`config.mk`:
```
export PLATFORM = sky130hd
export DESIGN_NAME = core_biu_arb_flat
export DESIGN_NICKNAME = d
export VERILOG_FILES = /design/src/rtl/core_biu_arb_if.sv /design/src/rtl/core_biu_arb.sv /design/src/flat_wrapper.sv
export SDC_FILE = /design/constraint.sdc
export NUM_CORES = 1
export LEC_CHECK = 0
export ABC_CLOCK_PERIOD_IN_PS = 2670
export CAP_MARGIN = 25
export CORE_AREA = 2 2 110 112
export DETAILED_ROUTE_END_ITERATION = 8
export DIE_AREA = 0 0 112 114
export GPL_ROUTABILITY_DRIVEN = 0
export GPL_TIMING_DRIVEN = 1
export PLACE_DENSITY = 0.62
export SETUP_SLACK_MARGIN = 0.3
export SLEW_MARGIN = 20
export SYNTH_ARGS = -nofsm -noshare
export SYNTH_HDL_FRONTEND = slang
export SYNTH_SLANG_ARGS = --single-unit
```
`constraint.sdc`:
```
create_clock -name clk -period 2.67 [get_ports clk]
set_input_delay 0.6675 -clock clk [delete_from_list [all_inputs] [get_ports clk]]
set_output_delay 0.6675 -clock clk [all_outputs]
set_load 0.1 [all_outputs]
```
`src/rtl/core_biu_arb_if.sv`:
```
// Bus bundle between the IFU/LSU requesters, the arbiter and the single memory port.
// The arbiter uses the master view; the requesters and the memory model use the slave view.
interface core_biu_arb_if #(
  parameter int CORE_XLEN            = 32,
  parameter int CORE_LSU_WMASK_WIDTH = 4
);
  logic                            ifu_req_valid;
  logic                            ifu_req_ready;
  logic [CORE_XLEN-1:0]            ifu_req_addr;
  logic                            ifu_rsp_valid;
  logic [CORE_XLEN-1:0]            ifu_rsp_data;

  logic                            lsu_req_valid;
  logic                            lsu_req_ready;
  logic [CORE_XLEN-1:0]            lsu_req_addr;
  logic                            lsu_req_wen;
  logic [CORE_XLEN-1:0]            lsu_req_wdata;
  logic [CORE_LSU_WMASK_WIDTH-1:0] lsu_req_wmask;
  logic                            lsu_rsp_valid;
  logic [CORE_XLEN-1:0]            lsu_rsp_rdata;

  logic                            mem_req_valid;
  logic                            mem_req_ready;
  logic [CORE_XLEN-1:0]            mem_addr;
  logic                            mem_wen;
  logic [CORE_XLEN-1:0]            mem_wdata;
  logic [CORE_LSU_WMASK_WIDTH-1:0] mem_wmask;
  logic                            mem_rsp_valid;
  logic [CORE_XLEN-1:0]            mem_rsp_rdata;

  modport master (
    input  ifu_req_valid, ifu_req_addr,
    input  lsu_req_valid, lsu_req_addr, lsu_req_wen, lsu_req_wdata, lsu_req_wmask,
    input  mem_req_ready, mem_rsp_valid, mem_rsp_rdata,
    output ifu_req_ready, ifu_rsp_valid, ifu_rsp_data,
    output lsu_req_ready, lsu_rsp_valid, lsu_rsp_rdata,
    output mem_req_valid, mem_addr, mem_wen, mem_wdata, mem_wmask
  );

  modport slave (
    output ifu_req_valid, ifu_req_addr,
    output lsu_req_valid, lsu_req_addr, lsu_req_wen, lsu_req_wdata, lsu_req_wmask,
    output mem_req_ready, mem_rsp_valid, mem_rsp_rdata,
    input  ifu_req_ready, ifu_rsp_valid, ifu_rsp_data,
    input  lsu_req_ready, lsu_rsp_valid, lsu_rsp_rdata,
    input  mem_req_valid, mem_addr, mem_wen, mem_wdata, mem_wmask
  );
endinterface

```
`src/rtl/core_biu_arb.sv`:
```
// IFU/LSU arbiter in front of the single memory port: one outstanding transaction,
// LSU priority with a starvation counter for the IFU, and stale-fetch dropping on flush.
module core_biu_arb #(
  parameter int STARVE_MAX = 4
) (
  input  logic           clk,
  input  logic           rst_n,
  input  logic           i_pipe_flush_req,
  output logic           arb_busy,
  core_biu_arb_if.master bus
);
  localparam int CNT_W = $clog2(STARVE_MAX + 1);
  localparam logic [CNT_W-1:0] CNT_MAX = CNT_W'(STARVE_MAX);

  typedef enum logic [1:0] {IDLE, WAIT_IFU, WAIT_LSU} state_e;

  state_e           state_q, state_d;
  logic [CNT_W-1:0] starve_cnt_q, starve_cnt_d;
  logic             drop_q, drop_d;
  logic             ifu_eff, lsu_win, ifu_win;

  // A flush masks the IFU request in the very cycle it is raised.
  assign ifu_eff = bus.ifu_req_valid & ~i_pipe_flush_req;
  assign lsu_win = bus.lsu_req_valid & (~ifu_eff | (starve_cnt_q < CNT_MAX));
  assign ifu_win = ~lsu_win & ifu_eff;

  always_ff @(posedge clk or negedge rst_n) begin
    if (!rst_n) begin
      state_q      <= IDLE;
      starve_cnt_q <= '0;
      drop_q       <= 1'b0;
    end else begin
      state_q      <= state_d;
      starve_cnt_q <= starve_cnt_d;
      drop_q       <= drop_d;
    end
  end

  always_comb begin
    state_d           = state_q;
    starve_cnt_d      = starve_cnt_q;
    drop_d            = drop_q;
    arb_busy          = 1'b0;
    bus.mem_req_valid = 1'b0;
    bus.mem_addr      = '0;
    bus.mem_wen       = 1'b0;
    bus.mem_wdata     = '0;
    bus.mem_wmask     = '0;
    bus.ifu_req_ready = 1'b0;
    bus.lsu_req_ready = 1'b0;
    bus.ifu_rsp_valid = 1'b0;
    bus.ifu_rsp_data  = '0;
    bus.lsu_rsp_valid = 1'b0;
    bus.lsu_rsp_rdata = '0;

    case (state_q)
      IDLE: begin
        if (!bus.ifu_req_valid) starve_cnt_d = '0;
        if (lsu_win) begin
          bus.mem_req_valid = 1'b1;
          bus.mem_addr      = bus.lsu_req_addr;
          bus.mem_wen       = bus.lsu_req_wen;
          bus.mem_wdata     = bus.lsu_req_wdata;
          bus.mem_wmask     = bus.lsu_req_wmask;
          bus.lsu_req_ready = bus.mem_req_ready;
          if (bus.mem_req_ready) begin
            state_d = WAIT_LSU;
            if (ifu_eff && (starve_cnt_q != CNT_MAX)) starve_cnt_d = starve_cnt_q + CNT_W'(1);
          end
        end else if (ifu_win) begin
          bus.mem_req_valid = 1'b1;
          bus.mem_addr      = bus.ifu_req_addr;
          bus.ifu_req_ready = bus.mem_req_ready;
          if (bus.mem_req_ready) begin
            state_d      = WAIT_IFU;
            starve_cnt_d = '0;
            drop_d       = i_pipe_flush_req;
          end
        end
      end
      WAIT_IFU: begin
        arb_busy = 1'b1;
        if (i_pipe_flush_req) drop_d = 1'b1;
        if (bus.mem_rsp_valid) begin
          bus.ifu_rsp_valid = ~(drop_q | i_pipe_flush_req);
          bus.ifu_rsp_data  = bus.ifu_rsp_valid ? bus.mem_rsp_rdata : '0;
          state_d           = IDLE;
          drop_d            = 1'b0;
        end
      end
      WAIT_LSU: begin
        arb_busy = 1'b1;
        if (bus.mem_rsp_valid) begin
          bus.lsu_rsp_valid = 1'b1;
          bus.lsu_rsp_rdata = bus.mem_rsp_rdata;
          state_d           = IDLE;
        end
      end
      default: state_d = IDLE;
    endcase
  end
endmodule

```
`src/flat_wrapper.sv`:
```
// flat-port wrapper written by rule: the top's interface ports become plain ports
module core_biu_arb_flat 
#(
  parameter int STARVE_MAX = 4
)
  (clk, rst_n, i_pipe_flush_req, arb_busy, bus_ifu_req_valid, bus_ifu_req_addr, bus_lsu_req_valid, bus_lsu_req_addr, bus_lsu_req_wen, bus_lsu_req_wdata, bus_lsu_req_wmask, bus_mem_req_ready, bus_mem_rsp_valid, bus_mem_rsp_rdata, bus_ifu_req_ready, bus_ifu_rsp_valid, bus_ifu_rsp_data, bus_lsu_req_ready, bus_lsu_rsp_valid, bus_lsu_rsp_rdata, bus_mem_req_valid, bus_mem_addr, bus_mem_wen, bus_mem_wdata, bus_mem_wmask);
  core_biu_arb_if #(.CORE_XLEN(32), .CORE_LSU_WMASK_WIDTH(4)) bus_i ();
  input  logic clk;
  input  logic rst_n;
  input  logic i_pipe_flush_req;
  output logic arb_busy;
  input wire logic [$bits(bus_i.ifu_req_valid)-1:0] bus_ifu_req_valid;
  input wire logic [$bits(bus_i.ifu_req_addr)-1:0] bus_ifu_req_addr;
  input wire logic [$bits(bus_i.lsu_req_valid)-1:0] bus_lsu_req_valid;
  input wire logic [$bits(bus_i.lsu_req_addr)-1:0] bus_lsu_req_addr;
  input wire logic [$bits(bus_i.lsu_req_wen)-1:0] bus_lsu_req_wen;
  input wire logic [$bits(bus_i.lsu_req_wdata)-1:0] bus_lsu_req_wdata;
  input wire logic [$bits(bus_i.lsu_req_wmask)-1:0] bus_lsu_req_wmask;
  input wire logic [$bits(bus_i.mem_req_ready)-1:0] bus_mem_req_ready;
  input wire logic [$bits(bus_i.mem_rsp_valid)-1:0] bus_mem_rsp_valid;
  input wire logic [$bits(bus_i.mem_rsp_rdata)-1:0] bus_mem_rsp_rdata;
  output wire logic [$bits(bus_i.ifu_req_ready)-1:0] bus_ifu_req_ready;
  output wire logic [$bits(bus_i.ifu_rsp_valid)-1:0] bus_ifu_rsp_valid;
  output wire logic [$bits(bus_i.ifu_rsp_data)-1:0] bus_ifu_rsp_data;
  output wire logic [$bits(bus_i.lsu_req_ready)-1:0] bus_lsu_req_ready;
  output wire logic [$bits(bus_i.lsu_rsp_valid)-1:0] bus_lsu_rsp_valid;
  output wire logic [$bits(bus_i.lsu_rsp_rdata)-1:0] bus_lsu_rsp_rdata;
  output wire logic [$bits(bus_i.mem_req_valid)-1:0] bus_mem_req_valid;
  output wire logic [$bits(bus_i.mem_addr)-1:0] bus_mem_addr;
  output wire logic [$bits(bus_i.mem_wen)-1:0] bus_mem_wen;
  output wire logic [$bits(bus_i.mem_wdata)-1:0] bus_mem_wdata;
  output wire logic [$bits(bus_i.mem_wmask)-1:0] bus_mem_wmask;
  assign bus_i.ifu_req_valid = bus_ifu_req_valid;
  assign bus_i.ifu_req_addr = bus_ifu_req_addr;
  assign bus_i.lsu_req_valid = bus_lsu_req_valid;
  assign bus_i.lsu_req_addr = bus_lsu_req_addr;
  assign bus_i.lsu_req_wen = bus_lsu_req_wen;
  assign bus_i.lsu_req_wdata = bus_lsu_req_wdata;
  assign bus_i.lsu_req_wmask = bus_lsu_req_wmask;
  assign bus_i.mem_req_ready = bus_mem_req_ready;
  assign bus_i.mem_rsp_valid = bus_mem_rsp_valid;
  assign bus_i.mem_rsp_rdata = bus_mem_rsp_rdata;
  assign bus_ifu_req_ready = bus_i.ifu_req_ready;
  assign bus_ifu_rsp_valid = bus_i.ifu_rsp_valid;
  assign bus_ifu_rsp_data = bus_i.ifu_rsp_data;
  assign bus_lsu_req_ready = bus_i.lsu_req_ready;
  assign bus_lsu_rsp_valid = bus_i.lsu_rsp_valid;
  assign bus_lsu_rsp_rdata = bus_i.lsu_rsp_rdata;
  assign bus_mem_req_valid = bus_i.mem_req_valid;
  assign bus_mem_addr = bus_i.mem_addr;
  assign bus_mem_wen = bus_i.mem_wen;
  assign bus_mem_wdata = bus_i.mem_wdata;
  assign bus_mem_wmask = bus_i.mem_wmask;
  core_biu_arb #(.STARVE_MAX(STARVE_MAX)) u_core (.clk(clk), .rst_n(rst_n), .i_pipe_flush_req(i_pipe_flush_req), .arb_busy(arb_busy), .bus(bus_i));
endmodule
```
==> implementation parameters, run 1 <==
Parameter                              Value

Synthesis
  Cell type contributing the most total cell area after synthesis ... and2_1
  Share of synthesized area occupied by flip-flops and latches ... about 10%
  Fraction of synthesized cell area taken by the top area cell type ... 29.76%
  Post-Syn Instances ... 207
  Synth Cell Area ... 1493 um2
  Cell types with the largest area share after synthesis ... and2_1 (30%), a22o_1 (19%), and3_1 (15%)
  Commonest register cell after synthesis ... dfrtp_1
  Leading cell type by number of instances after synthesis ... and2_1
  Ranking of synthesized cells by instance count ... and2_1 (71), and3_1 (35), a22o_1 (32), clkbuf_1 (10), inv_1 (9)
  Number of synthesized flops with an enable pin ... 0
  Post-synth cell types ... 25
  Yosys synthesis warning count ... 0
  Post-Syn Nets ... ~350
  Flop and latch count out of synthesis ... 6
  Share of flip-flops with an asynchronous set or reset ... 100.0%
  Mean Syn Cell Area ... between 7 and 8 um2

Floorplanning
  Chip Width ... between 100 and 150 um
  Floorplan die area ... 12770 um2
  Vertical extent of the die ... 114 um
  Cell Rows ... 40
  IO Count ... 279
  Total core area ... 11710 um2
  Effective utilization at floorplan ... between 10% and 20%

Detailed routing
  Number of remaining DRC errors ... 0
  Routed wire length ... 10980 um
  Number of DRC markers after the initial detailed-route iteration ... approximately 110
  DRT antenna net count ... 0
  Total via count in the routed design ... 2793
  DRT Pass-1 Iters ... 4
  Average wire per standard cell ... about 17 um
  Vias per cell ... 4.277

Worst setup path
  Data required, critical path ... 2.00 ns
  Critical Path Source Type ... input port
  Type of element capturing the critical path ... primary output
  Most repeated library cell on the critical path ... buf_12
  Worst stage delay on the critical path ... between 0.2 and 0.3 ns
  Cell Chain, Critical Path ... buf_8 -> nand3b_1 -> and3_4 -> buf_12 -> buf_16 -> a22o_4 -> buf_12
  CP Class ... in2out
  Crit-path max FO ... 7
  Max stage delay cell, worst path ... a22o_4
  Data arrival time at the worst-slack endpoint ... 1.85 ns

Global routing
  GR Overflow Total ... 0
  GR Util met2 ... 31.23%
  Number of antenna violations at the first check in global routing ... 0
  Most utilized layer in the global route result ... met2
  Met1 routing resource usage after global routing ... between 10% and 20%
  M3 GR Usage ... under 10%
  Maximum number of pins on one net before global-route repair ... 35
  Vias in the first global route ... about 3000
  First-pass GRT wire length ... ~16000 um
  Total routing resource utilization after global routing ... 16.10%

Clocking
  TritonCTS clock tree ... yes
  Clock buffer depth ... 2
  Clock latency on the worst-skew pair ... 0.23 ns
  TritonCTS Sinks ... 6
  Count of H-tree levels built during CTS ... 1
  Hold Buf Count CTS ... 0
  Clock-pin slew on the worst setup and hold paths ... 0.03 ns
  Root Buffer Master ... clkbuf_16
  CTS Buf Count ... 3

Power and ir drop
  Worst IR drop on VDD ... 0.4888 mV
  Internal ... around 2.5 mW
  Portion of total power attributed to combinational logic ... 93.2%
  Fraction of power consumed by the clock network ... 4.2%
  PD cells ... 842.0 nW/um2
  Pwr Total ... 5.812 mW
  Net Sw Frac ... 57.16%
  Net Switching ... 3.322 mW
  Sequential group share of total power ... under 10%
  Static Leakage ... 3.052 nW

Cells and area
  Proportion of layout cells with a drive suffix above 1 ... 59.68%
  Area of all placed cells without fillers ... about 6900 um2
  Total inserted antenna cells ... 0
  Net count reported at finish ... 653
  Final Util ... 58.94%
  Filler Cell Count ... 943
  Area growth syn-to-layout ... 362.4%
  Post-route non-filler standard cell count ... 653

Hold path
  Classification of the worst-slack hold path ... reg2reg

Timing
  Endpoints failing setup ... 0
  Post-route clock period utilization ... 94.32%
  Final critical path time including I/O delays and setup ... 2.518 ns
  Sum of negative setup slack ... 0 ns
  Setup repair after global routing missed its margin ... true
  Clock skew after layout ... 0.004139 ns
  Headroom to the max-slew limit ... 65.37%
  Post-Route Hold Slack ... 0.5262 ns
  Setup slack of the critical path after layout ... between 0.15 and 0.2 ns
  Highest clock rate ... around 0.4 GHz
  Worst slew pin tran ... 0.5190 ns
  Final Max Tran Viols ... 0
  Hold Vio Cnt, Final ... 0

Place
  DP Wirelength ... between 8000 and 9000 um
  Cell area after placement ... around 6300 um2
  Pre-CTS WS ... -0.2116 ns
  Number of port buffers ... 278
  Total placed cells including tap cells ... between 600 and 700

Flow run
  Number of max-capacitance violations reported ... 0

Outcome
  Run status ... completed
[cell families after synthesis]
group,Yosys count,share of synthesized area [%]
multiplexers,2,1.509
flip-flops,6,10.06
AO/OA/AOI/OAI,49,25.90
AND/OR/NAND/NOR,115,48.20
buffers and inverters,30,10.14
adder cells (fa/ha/maj),5,4.191
[registers in the layout, indices dropped and copies added, names as in the netlist]
name and count:
u_core.starve_cnt_q 3, u_core.state_q 2, u_core.drop_q 1
[area by class of cell]
type / count / area [um2] / share of cell area [%]
Clock buffer: 3 / 75.07 / 1.088
Inverter: 9 / 37.54 / 0.5438
Multi-Input combinational cell: 171 / 1684 / 24.40
Sequential cell: 6 / 150.1 / 2.175
Tap cell: 147 / 183.9 / 2.664
Timing Repair Buffer: 317 / 4772 / 69.13
[cell usage in the layout, fill, tap and decap left out, types with 2 or more instances in the layout]
cell               n
mux2_2             2
and3_1            35
buf_16             9
a22o_2             2
buf_12           147
ha_4               2
dfrtp_1            6
clkdlybuf4s50_1  135
buf_6              7
o21ai_0            4
and2_4            67
a22o_4            30
a21oi_1            7
clkbuf_16          3
and2_2             3
inv_2              3
ha_1               3
buf_4             16
inv_1              5
[final timing paths]
| kind | slack (ns) | from | endpoint | cells after the start |
|---|---|---|---|---|
| worst max-delay path | 0.15 | i_pipe_flush_req | bus_mem_addr[3] | 7 |
| worst min-delay path | 0.53 | u_core.starve_cnt_q[0] | u_core.starve_cnt_q[0] | 1 |
| worst max register to register | 1.08 | u_core.state_q[1] | u_core.drop_q | 6 |
| worst min register to register | 0.53 | u_core.starve_cnt_q[0] | u_core.starve_cnt_q[0] | 1 |
| max in group asynchronous | 1.75 | rst_n | u_core.starve_cnt_q[2] | 1 |
| min in group asynchronous | 0.69 | rst_n | u_core.drop_q | 1 |
[layer usage]
layer	routed length, um	part of all wire [%]
met5	0	0
met4	176	1.6
met3	692	6.3
met2	6082	55
met1	4029	37
[power by group through the flow]
stage	clock, mW	sequential (mW)	combinational (mW)
2_1_floorplan	0	0.138	3.21
3_3_place_gp	0	0.141	5.01
3_5_place_dp	0	0.145	5.04
4_1_cts	0.251	0.151	5.43
5_1_grt	0.253	0.153	5.56
6_report	0.246	0.149	5.42
[critical path, delay by kind of cell]
| kind | cells | cell delay (ns) |
|---|---|---|
| buffers and inverters | 4 | 0.53 |
| AND/OR/NAND/NOR | 2 | 0.38 |
| AO/OA/AOI/OAI | 1 | 0.25 |
[repair_timing]
item | 4_1_cts | 5_1_grt
setup buffers | 13 | 2
setup endpoints to repair | 138 | 111
pin swaps | 54 | 3
gates resized for setup | 73 | 2
cloned | 9 | 0
Note: power is estimated with default switching activity, not from simulation.
==> inputs of run 2 (changes only) <==
Settings changed: SLEW_MARGIN 20 to default.
==> results of run 2 <==
Final layout, timing and power as in run 1 (identical DEF).
